===== config.mk =====
export PLATFORM = sky130hd
export DESIGN_NAME = audio_level_meter_flat
export DESIGN_NICKNAME = d
export VERILOG_FILES = /design/src/rtl/audio_level_meter_if.sv /design/src/rtl/audio_level_meter.sv /design/src/flat_wrapper.sv
export SDC_FILE = /design/constraint.sdc
export NUM_CORES = 1
export LEC_CHECK = 0
export CAP_MARGIN = 20
export CORE_MARGIN = 5
export CORE_UTILIZATION = 60
export CTS_BUF_LIST = sky130_fd_sc_hd__clkbuf_8
export DETAILED_ROUTE_END_ITERATION = 7
export GPL_TIMING_DRIVEN = 0
export HOLD_SLACK_MARGIN = 0.08
export PLACE_DENSITY = 0.86
export SLEW_MARGIN = 10
export SYNTH_ARGS = -nofsm -noshare
export SYNTH_HDL_FRONTEND = slang
export SYNTH_SLANG_ARGS = --single-unit

===== constraint.sdc =====
create_clock -name i_clk -period 5.7 [get_ports i_clk]
set_input_delay 0.57 -clock i_clk [delete_from_list [all_inputs] [get_ports i_clk]]
set_output_delay 0.57 -clock i_clk [all_outputs]
set_load 0.005 [all_outputs]

===== src/rtl/audio_level_meter_if.sv =====
// Sample-in / level-out bundle between the PCM source and the level meter.
interface audio_level_meter_if;
  logic               i_enable;
  logic               i_valid;
  logic signed [15:0] i_data;
  logic               i_clr_clip;
  logic               o_valid;
  logic [3:0]         o_bar;
  logic [3:0]         o_hold;
  logic [14:0]        o_peak;
  logic               o_clip;

  modport master (
    output i_enable, i_valid, i_data, i_clr_clip,
    input  o_valid, o_bar, o_hold, o_peak, o_clip
  );

  modport slave (
    input  i_enable, i_valid, i_data, i_clr_clip,
    output o_valid, o_bar, o_hold, o_peak, o_clip
  );
endinterface


===== src/rtl/audio_level_meter.sv =====
// Per-frame peak detector with log2 quantisation, decaying bar, peak-hold marker and sticky clip flag.
module audio_level_meter #(
  parameter int unsigned WINDOW      = 1024,
  parameter int unsigned DECAY_STEP  = 1,
  parameter int unsigned HOLD_FRAMES = 8,
  parameter int unsigned CLIP_THRESH = 32000
) (
  input  logic               i_clk,
  input  logic               i_rst,
  audio_level_meter_if.slave bus
);

  localparam int unsigned CNT_W  = 16;
  localparam int unsigned MAG_W  = 15;
  localparam int unsigned LVL_W  = 4;
  localparam int unsigned HCNT_W = 8;

  typedef enum logic [1:0] {S_IDLE, S_QUANT, S_UPDATE} state_t;

  state_t              state_q, state_d;
  logic [CNT_W-1:0]    cnt_q;
  logic [MAG_W-1:0]    acc_q;
  logic [MAG_W-1:0]    snap_q;
  logic [LVL_W-1:0]    qidx_q, qidx_d;
  logic [LVL_W-1:0]    level_q, level_d;
  logic                upd_c;

  logic                valid_q;
  logic [LVL_W-1:0]    bar_q;
  logic [LVL_W-1:0]    hold_q;
  logic [HCNT_W-1:0]   hcnt_q;
  logic [MAG_W-1:0]    peak_q;
  logic                clip_q;

  logic [MAG_W-1:0]    mag_c;
  logic [15:0]         neg_c;
  logic                accept_c;
  logic                last_c;
  logic [MAG_W-1:0]    acc_max_c;
  logic [LVL_W-1:0]    bar_dec_c;
  logic [LVL_W-1:0]    bar_new_c;

  // |x| in 15 bits; the most negative code saturates to full scale
  always_comb begin
    neg_c = 16'(~bus.i_data + 16'sd1);
    if (bus.i_data == 16'sh8000) begin
      mag_c = '1;
    end else if (bus.i_data[15]) begin
      mag_c = neg_c[MAG_W-1:0];
    end else begin
      mag_c = bus.i_data[MAG_W-1:0];
    end
  end

  assign accept_c  = bus.i_valid & bus.i_enable;
  assign last_c    = accept_c && (cnt_q == CNT_W'(WINDOW - 1));
  assign acc_max_c = (mag_c > acc_q) ? mag_c : acc_q;

  // Frame accumulator; runs independently of the FSM so no sample is lost while quantising
  always_ff @(posedge i_clk or posedge i_rst) begin
    if (i_rst) begin
      acc_q  <= '0;
      cnt_q  <= '0;
      snap_q <= '0;
    end else if (!bus.i_enable) begin
      acc_q <= '0;
      cnt_q <= '0;
    end else if (accept_c) begin
      if (last_c) begin
        snap_q <= acc_max_c;
        acc_q  <= '0;
        cnt_q  <= '0;
      end else begin
        acc_q <= acc_max_c;
        cnt_q <= cnt_q + 16'd1;
      end
    end
  end

  always_ff @(posedge i_clk or posedge i_rst) begin
    if (i_rst) begin
      state_q <= S_IDLE;
      qidx_q  <= '0;
      level_q <= '0;
    end else begin
      state_q <= state_d;
      qidx_q  <= qidx_d;
      level_q <= level_d;
    end
  end

  // Fixed-length MSB scan: always 15 quant cycles regardless of where the top bit sits
  always_comb begin
    state_d = state_q;
    qidx_d  = qidx_q;
    level_d = level_q;
    upd_c   = 1'b0;
    unique case (state_q)
      S_IDLE: begin
        if (last_c) begin
          state_d = S_QUANT;
          qidx_d  = 4'd14;
          level_d = '0;
        end
      end
      S_QUANT: begin
        if ((level_q == '0) && snap_q[qidx_q]) begin
          level_d = 4'(qidx_q + 4'd1);
        end
        if (qidx_q == '0) begin
          state_d = S_UPDATE;
        end else begin
          qidx_d = qidx_q - 4'd1;
        end
      end
      S_UPDATE: begin
        upd_c   = 1'b1;
        state_d = S_IDLE;
      end
      default: state_d = S_IDLE;
    endcase
  end

  assign bar_dec_c = (32'(bar_q) > DECAY_STEP) ? 4'(bar_q - 4'(DECAY_STEP)) : '0;
  assign bar_new_c = (level_q > bar_dec_c) ? level_q : bar_dec_c;

  always_ff @(posedge i_clk or posedge i_rst) begin
    if (i_rst) begin
      valid_q <= 1'b0;
      bar_q   <= '0;
      hold_q  <= '0;
      hcnt_q  <= '0;
      peak_q  <= '0;
    end else begin
      valid_q <= upd_c;
      if (upd_c) begin
        bar_q  <= bar_new_c;
        peak_q <= snap_q;
        if (level_q >= hold_q) begin
          hold_q <= level_q;
          hcnt_q <= HCNT_W'(HOLD_FRAMES);
        end else if (hcnt_q != '0) begin
          hcnt_q <= hcnt_q - 8'd1;
        end else if (hold_q != '0) begin
          hold_q <= hold_q - 4'd1;
        end
      end
    end
  end

  // Set has priority over a simultaneous clear
  always_ff @(posedge i_clk or posedge i_rst) begin
    if (i_rst) begin
      clip_q <= 1'b0;
    end else if (accept_c && (32'(mag_c) >= CLIP_THRESH)) begin
      clip_q <= 1'b1;
    end else if (bus.i_clr_clip) begin
      clip_q <= 1'b0;
    end
  end

  assign bus.o_valid = valid_q;
  assign bus.o_bar   = bar_q;
  assign bus.o_hold  = hold_q;
  assign bus.o_peak  = peak_q;
  assign bus.o_clip  = clip_q;

endmodule

===== src/flat_wrapper.sv =====
// flat-port wrapper written by rule: the top's interface ports become plain ports
module audio_level_meter_flat 
#(
  parameter int unsigned WINDOW      = 1024,
  parameter int unsigned DECAY_STEP  = 1,
  parameter int unsigned HOLD_FRAMES = 8,
  parameter int unsigned CLIP_THRESH = 32000
)
  (i_clk, i_rst, bus_i_enable, bus_i_valid, bus_i_data, bus_i_clr_clip, bus_o_valid, bus_o_bar, bus_o_hold, bus_o_peak, bus_o_clip);
  audio_level_meter_if bus_i ();
  input  logic i_clk;
  input  logic i_rst;
  input wire logic [$bits(bus_i.i_enable)-1:0] bus_i_enable;
  input wire logic [$bits(bus_i.i_valid)-1:0] bus_i_valid;
  input wire logic [$bits(bus_i.i_data)-1:0] bus_i_data;
  input wire logic [$bits(bus_i.i_clr_clip)-1:0] bus_i_clr_clip;
  output wire logic [$bits(bus_i.o_valid)-1:0] bus_o_valid;
  output wire logic [$bits(bus_i.o_bar)-1:0] bus_o_bar;
  output wire logic [$bits(bus_i.o_hold)-1:0] bus_o_hold;
  output wire logic [$bits(bus_i.o_peak)-1:0] bus_o_peak;
  output wire logic [$bits(bus_i.o_clip)-1:0] bus_o_clip;
  assign bus_i.i_enable = bus_i_enable;
  assign bus_i.i_valid = bus_i_valid;
  assign bus_i.i_data = bus_i_data;
  assign bus_i.i_clr_clip = bus_i_clr_clip;
  assign bus_o_valid = bus_i.o_valid;
  assign bus_o_bar = bus_i.o_bar;
  assign bus_o_hold = bus_i.o_hold;
  assign bus_o_peak = bus_i.o_peak;
  assign bus_o_clip = bus_i.o_clip;
  audio_level_meter #(.WINDOW(WINDOW), .DECAY_STEP(DECAY_STEP), .HOLD_FRAMES(HOLD_FRAMES), .CLIP_THRESH(CLIP_THRESH)) u_core (.i_clk(i_clk), .i_rst(i_rst), .bus(bus_i));
endmodule

==> flow_metrics.py, run 1 <==
metrics = {
    "sta": {
        "worst_pin_slew_ns": 0.914,
        "whs_ns": 0.486,
        "clock.fmax_ghz": 0.196,
        "setup_violations": 0,
        "drv_slew": 0,
        "final.setup.tns_ns": 0,
        "period_needed_ns": 5.11,
        "finalHoldViolCount": 0,
        "finClkSkew_ns": 0.0110,
        "slew_headroom_pct": 39.1,
        "finalCritPeriodShare_pct": 89.7,
        "rsz0062_at_grt": "false",
    },
    "synthesis": {
        "synth_simple_gate_area_share_pct": 20.7,
        "synth.area.top_cells": "dfrtp_1 (42%), ha_1 (7.7%), nand2_1 (7.0%)",
        "ys.flop_type": "dfrtp_1",
        "yosysWarnings": 0,
        "synth.largest_area_cell": "dfrtp_1",
        "synthDominantCellAreaShare_pct": 41.8,
        "synth-edff-count": 0,
        "synth_area_sq_um": 5330,
        "synth_xor_area_share_pct": 2.46,
        "synthAdderAreaFrac_pct": 7.74,
        "yosysMostFrequentCell": "nand2_1",
        "synthCells": 590,
        "synth_top_family_by_area": "simple AND/OR/NAND/NOR gates",
        "async_flop_share_pct": 100,
        "synth_cell_types": 58,
        "synth-seq-cells": 89,
        "synth_compound_area_share_pct": 15.6,
        "ys_top_cells_by_count": "nand2_1 (99), dfrtp_1 (89), nor2_1 (45), inv_1 (42), ha_1 (33)",
        "synth_nets": 644,
        "ys_seq_area_share_pct": 41.8,
        "synthMuxAreaShare_pct": 7.01,
        "synth_area_per_cell_sq_um": 9.04,
    },
    "detailed_routing": {
        "wl_per_cell_microns": 15.3,
        "drt_iter0_markers": 229,
        "vias_per_cell": 5.87,
        "firstDrtPassIters": 4,
        "drt-total-wl_microns": 11600,
        "num_vias": 4460,
        "drcViolationCount": 0,
        "postRouteAntennaNets": 0,
    },
    "global_route": {
        "grt-ovfl-total": 0,
        "grt_usage_pct": 22.3,
        "grt_pass1_wl_microns": 20500,
        "grt_max_degree": 64,
        "antenna_found_initial": 0,
        "grt_pass1_vias": 4505,
    },
    "power": {
        "ir_drop_v": 0.000113,
        "p_leak_nw": 2.80,
        "power_density_nw_per_um2": 214,
    },
    "clock_network": {
        "ctsHtreeMaxLevel": 3,
        "clkSinkCount": 89,
        "cts_resized": 0,
        "cts_root_buffer": "clkbuf_8",
        "tritoncts": "built",
        "hold_buffers": 0,
        "post-cts-setup-buffers": 0,
        "clkTransAtPathRegs_ns": 0.09,
        "clk_path_buf_depth": 2,
        "cts-buffers-inserted": 9,
        "insertion_delay_ns": 0.36,
    },
    "die": {
        "placementRows": 34,
        "die_w_microns": 104,
        "start_util_pct": 61.5,
        "ios": 46,
        "die_area_sq_um": 10900,
        "die_h_microns": 104,
        "fp.coreArea_sq_um": 8680,
    },
    "flow_run": {
        "max_cap_violations": 0,
    },
    "worst_setup_path": {
        "crit_fanout": 10,
        "startpoint_type": "primary input",
        "critPathRequiredTime_ns": 5.94,
        "slowest_stage": "a2111oi_0",
        "worst_setup_path_end_kind": "flip-flop",
        "crit_arrival_ns": 5.36,
        "worst_path_most_repeated_cell": "buf_2",
        "path_class": "primary input to flip-flop",
        "r2r_setup_slack_ns": 2.61,
        "slowest_delay_ns": 0.73,
        "path_cells": "clkdlybuf4s50_1 -> inv_1 -> ha_1 -> or4b_1 -> buf_2 -> nor4_2 -> buf_2 -> o21ai_1 -> a21oi_1 -> ha_1 -> nand4_1 -> a211oi_1 -> a2111oi_0 -> o21bai_1 -> buf_2 -> and2_1 -> clkbuf_1 -> clkbuf_1 -> a22o_1",
    },
    "final_layout": {
        "antenna_cells": 0,
        "nNetsFinal": 701,
        "area_growth_pct": 15.6,
        "drive_gt1_share_pct": 6.29,
        "fin_cells": 760,
    },
    "outcome": {
        "outcome": "complete, no violations",
    },
    "placement": {
        "gp_congestion": 0.902,
        "hpwl_microns": 8700,
        "dp.cells": 744,
        "placement.io_buffers": 45,
    },
    "hold_path": {
        "hp-class": "flip-flop to flip-flop",
    },
}
final timing paths:
path	startpoint	to	cells after the start
max	bus_i_data[0]	u_core.acc_q[14]	19
min in group asynchronous	i_rst	u_core.hcnt_q[7]	2
max reg2reg	u_core.acc_q[8]	u_core.acc_q[14]	11
min	u_core.bus.o_peak[1]	u_core.bus.o_peak[1]	2
max in group asynchronous	i_rst	u_core.acc_q[11]	3
min reg2reg	u_core.bus.o_peak[1]	u_core.bus.o_peak[1]	2
power breakdown:
| group | total [mW] | switching [mW] | internal [mW] |
|---|---|---|---|
| clock network | 0.473 | 0.226 | 0.247 |
| logic | 0.191 | 0.108 | 0.0831 |
| registers | 0.657 | 0.0122 | 0.645 |
| total | 1.32 | 0.346 | 0.974 |
flip-flops by register name (all words and copies together), names as in the netlist:
signal              count
u_core.cnt_q           16
u_core.acc_q           15
u_core.bus.o_peak      15
u_core.snap_q          15
u_core.hcnt_q           8
u_core.bus.o_bar        4
u_core.bus.o_hold       4
u_core.level_q          4
u_core.qidx_q           4
u_core.state_q          2
u_core.bus.o_clip       1
u_core.bus.o_valid      1
cell type report:
class / count / area (sq um)
clock buffer: 9 / 124
clock inverter: 7 / 93.8
fill: 669 / 2510
timing repair buffer: 46 / 478
tap: 108 / 135
inverter: 42 / 160
buffer: 23 / 92.6
sequential: 89 / 2230
multi-input combinational: 436 / 2860
cell usage in the layout, fill, tap and decap left out, drive strengths merged, types with 6 or more instances in the layout:
master         instances
mux2i                 25
or4                    6
dfrtp                 89
ha                    33
clkdlybuf4s50         45
inv                   43
buf                    8
clkbuf                25
a22o                  20
nor3                  18
xnor2                 11
nand4                 10
nand3                 12
o31ai                  7
nand2                 99
a21oi                 17
and3                   6
nor2                  45
o21ai                 44
nor4                  11
critical path, delay by kind of cell:
kind,cells,cell delay (ns)
compound gates,6,1.64
fa+ha+maj,2,0.48
simple gates,4,1.06
buf+inv,7,1.59
metal layers:
metal / GRT usage, % / wire length [microns] / vias to the layer above
met5: 0 / 0 / -
met4: 7.77 / 241 / 0
met3: 3.54 / 417 / 22
met2: 38.0 / 5870 / 106
met1: 28.8 / 5080 / 2128
li1: - / - / 2204
logic make-up (layout without fill, tap and decap cells):
group | after synthesis | after routing
AND/OR/NAND/NOR | 233 | 233
AO/OA/AOI/OAI | 123 | 123
flip-flops | 89 | 89
buffers and inverters | 65 | 127
adder cells (fa/ha/maj) | 33 | 33
multiplexers | 32 | 32
XOR/XNOR | 15 | 15
stage by stage:
step                      area, sq um  setup WS [ns]  total power [mW]  utilization [%]
after floorplan                  5330           1.53             0.800                -
final                            6170          0.587              1.32             71.1
after global routing             6170          0.132              1.39             71.1
after global placement           5920          0.408             0.847             68.2
after CTS                        6170          0.591              1.33             71.1
after detailed placement         5950          0.219             0.859             68.6
Note: power is estimated with default switching activity, not from simulation.
==> inputs of run 2 (changes only) <==
Settings changed: HOLD_SLACK_MARGIN 0.08 to not set.
==> results of run 2 <==
Same layout as run 1: the final DEF is identical, and so are final timing and power.
==> inputs of run 3 (changes only) <==
Settings changed: CORE_UTILIZATION 60 to 25, CTS_CLUSTER_DIAMETER set to 80, PLACE_DENSITY 0.86 to 0.45.
==> run 3 against run 2 <==
Flip-flop and latch count stayed put. Fmax increased by 2.8%. Worst setup slack improved by 0.14 ns. Critical path type unchanged.
==> flow_metrics.py, run 3 (synthesized netlist as in run 1, its figures left out) <==
metrics = {
    "worst_setup_path": {
        "path_class": "primary input to flip-flop",
        "path_delay_family": "compound AO/OA/AOI/OAI gates",
        "crit_buf_inv": 5,
        "r2r_setup_slack_ns": 2.73,
        "worst_path_most_repeated_cell": "buf_2",
        "crit_path_start": "bus_i_data[0]",
        "crit_path_end": "u_core.acc_q[2]",
        "slowest_stage": "o41ai_2",
        "critPathRequiredTime_ns": 6.01,
        "r2r-start": "u_core.acc_q[4]",
        "crit_fanout": 10,
        "slowest_delay_ns": 0.64,
        "startpoint_type": "primary input",
        "worst_setup_path_end_kind": "flip-flop",
        "ff2ff_path_depth": 9,
        "r2r_end": "u_core.acc_q[2]",
        "path_cells": "clkdlybuf4s50_1 -> inv_1 -> ha_1 -> or4b_1 -> buf_2 -> nor4_2 -> buf_2 -> o21ai_1 -> a21oi_1 -> ha_1 -> nand4_1 -> a211oi_1 -> a2111oi_0 -> nor2_1 -> o41ai_2 -> buf_2 -> a22o_1",
        "cp_num_cells": 17,
        "crit_arrival_ns": 5.29,
    },
    "sta": {
        "period_needed_ns": 4.98,
        "clock.fmax_ghz": 0.201,
        "finalCritPeriodShare_pct": 87.3,
        "final.setup.tns_ns": 0,
        "drv_slew": 0,
        "rsz0062_at_grt": "false",
        "finalHoldViolCount": 0,
        "slew_headroom_pct": 37.3,
        "setup_ws_ns": 0.725,
        "worst_pin_slew_ns": 0.941,
        "setup_violations": 0,
        "finClkSkew_ns": 0.0160,
    },
    "global_route": {
        "grt_max_degree": 56,
        "grt-ovfl-total": 0,
        "antenna_found_initial": 0,
        "grt_usage_pct": 10.9,
        "grt_pass1_vias": 4556,
        "grt_pass1_wl_microns": 21900,
    },
    "final_layout": {
        "mostFrequentLayoutCell": "nand2_1",
        "antenna_cells": 0,
        "fillCellCount": 2184,
        "drive_gt1_share_pct": 6.13,
        "largest_reg_flops": 16,
        "regMostFlops": "u_core.cnt_q",
        "nNetsFinal": 701,
        "mostFrequentLayoutCells": "nand2_1 (99), dfrtp_1 (89), nor2_1 (45), clkdlybuf4s50_1 (45), inv_1 (42)",
        "area_growth_pct": 20.1,
    },
    "die": {
        "die_w_microns": 156,
        "ios": 46,
        "start_util_pct": 25.4,
        "die_h_microns": 156,
        "die_area_sq_um": 24400,
        "fp.coreArea_sq_um": 21000,
        "placementRows": 53,
    },
    "clock_network": {
        "cts-buffers-inserted": 9,
        "clk_path_buf_depth": 2,
        "post-cts-setup-buffers": 0,
        "cts_resized": 0,
        "insertion_delay_ns": 0.37,
        "clkTransAtPathRegs_ns": 0.09,
        "hold_buffers": 0,
        "tritoncts": "built",
        "cts_root_buffer": "clkbuf_8",
        "clkSinkCount": 89,
        "ctsHtreeMaxLevel": 3,
    },
    "detailed_routing": {
        "drt-total-wl_microns": 12800,
        "vias_per_cell": 4.71,
        "drt_iter0_markers": 225,
        "route.met2.wl_microns": 6030,
        "postRouteAntennaNets": 0,
        "routedLengthMet1_microns": 6170,
        "num_vias": 4363,
        "wl_per_cell_microns": 13.8,
        "drcViolationCount": 0,
        "route.met3.wl_microns": 463,
        "highest_layer": "met4",
        "firstDrtPassIters": 4,
    },
    "placement": {
        "gp_congestion": 0.792,
        "hpwl_microns": 9820,
        "place_ws_ns": 0.297,
        "placement.io_buffers": 45,
    },
    "power": {
        "power_density_nw_per_um2": 218,
        "p_leak_nw": 2.82,
        "ir_drop_v": 0.0000904,
    },
    "hold_path": {
        "hp-class": "flip-flop to flip-flop",
    },
    "outcome": {
        "outcome": "complete, no violations",
    },
    "flow_run": {
        "max_cap_violations": 0,
    },
}
==> run 3: per-stage QoR <==
step	total power, mW	std cells	hold WS, ns	util, %	area (sq um)
3_3_place_gp	0.859	910	0.476	29.2	6130
4_1_cts	1.42	927	0.496	30.5	6400
6_report	1.40	927	0.492	30.5	6400
5_1_grt	1.47	927	0.520	30.5	6400
2_1_floorplan	0.800	590	0.451	-	5330
3_5_place_dp	0.866	911	0.478	29.3	6150
==> run 3: metal layers <==
layer,up-vias,track usage (%)
li1,2195,-
met1,2087,14.3
met2,69,18.1
met3,12,2.25
met4,0,3.46
met5,-,0
==> run 3: worst min path at each step <==
stage / slack (ns) / cells after the start / from / endpoint
finish: 0.49 / 2 / u_core.bus.o_peak[13] / u_core.bus.o_peak[13]
detailed placement: 0.48 / 2 / u_core.bus.o_peak[13] / u_core.bus.o_peak[13]
floorplan: 0.45 / 1 / u_core.cnt_q[15] / u_core.cnt_q[15]
global route: 0.52 / 2 / u_core.bus.o_peak[6] / u_core.bus.o_peak[6]
CTS: 0.50 / 2 / u_core.bus.o_peak[13] / u_core.bus.o_peak[13]
global placement: 0.48 / 2 / u_core.bus.o_peak[13] / u_core.bus.o_peak[13]
==> run 3: layout make-up <==
cell class                 count  area (sq um)  area share (%)
multi-input combinational    436          2860            44.6
clock inverter                 5           103            1.60
tap                          275           344            5.37
clock buffer                  11           151            2.36
inverter                      42           160            2.50
timing repair buffer          46           470            7.35
sequential                    89          2230            34.8
buffer                        23          92.6            1.45
==> run 3: power breakdown <==
group | switching, mW | leakage [nW] | total [mW] | internal [mW]
registers | 0.0114 | 1.23 | 0.656 | 0.645
clock network | 0.234 | 0.131 | 0.548 | 0.315
logic | 0.113 | 1.46 | 0.195 | 0.0821
total | 0.358 | 2.82 | 1.40 | 1.04
==> run 3: worst reg2reg max path: cells and delay by family (launching register included) <==
kind | cells | cell delay, ns
buf+inv | 2 | 0.41
flops | 1 | 0.38
fa+ha+maj | 1 | 0.31
simple gates | 1 | 0.18
compound gates | 5 | 1.65
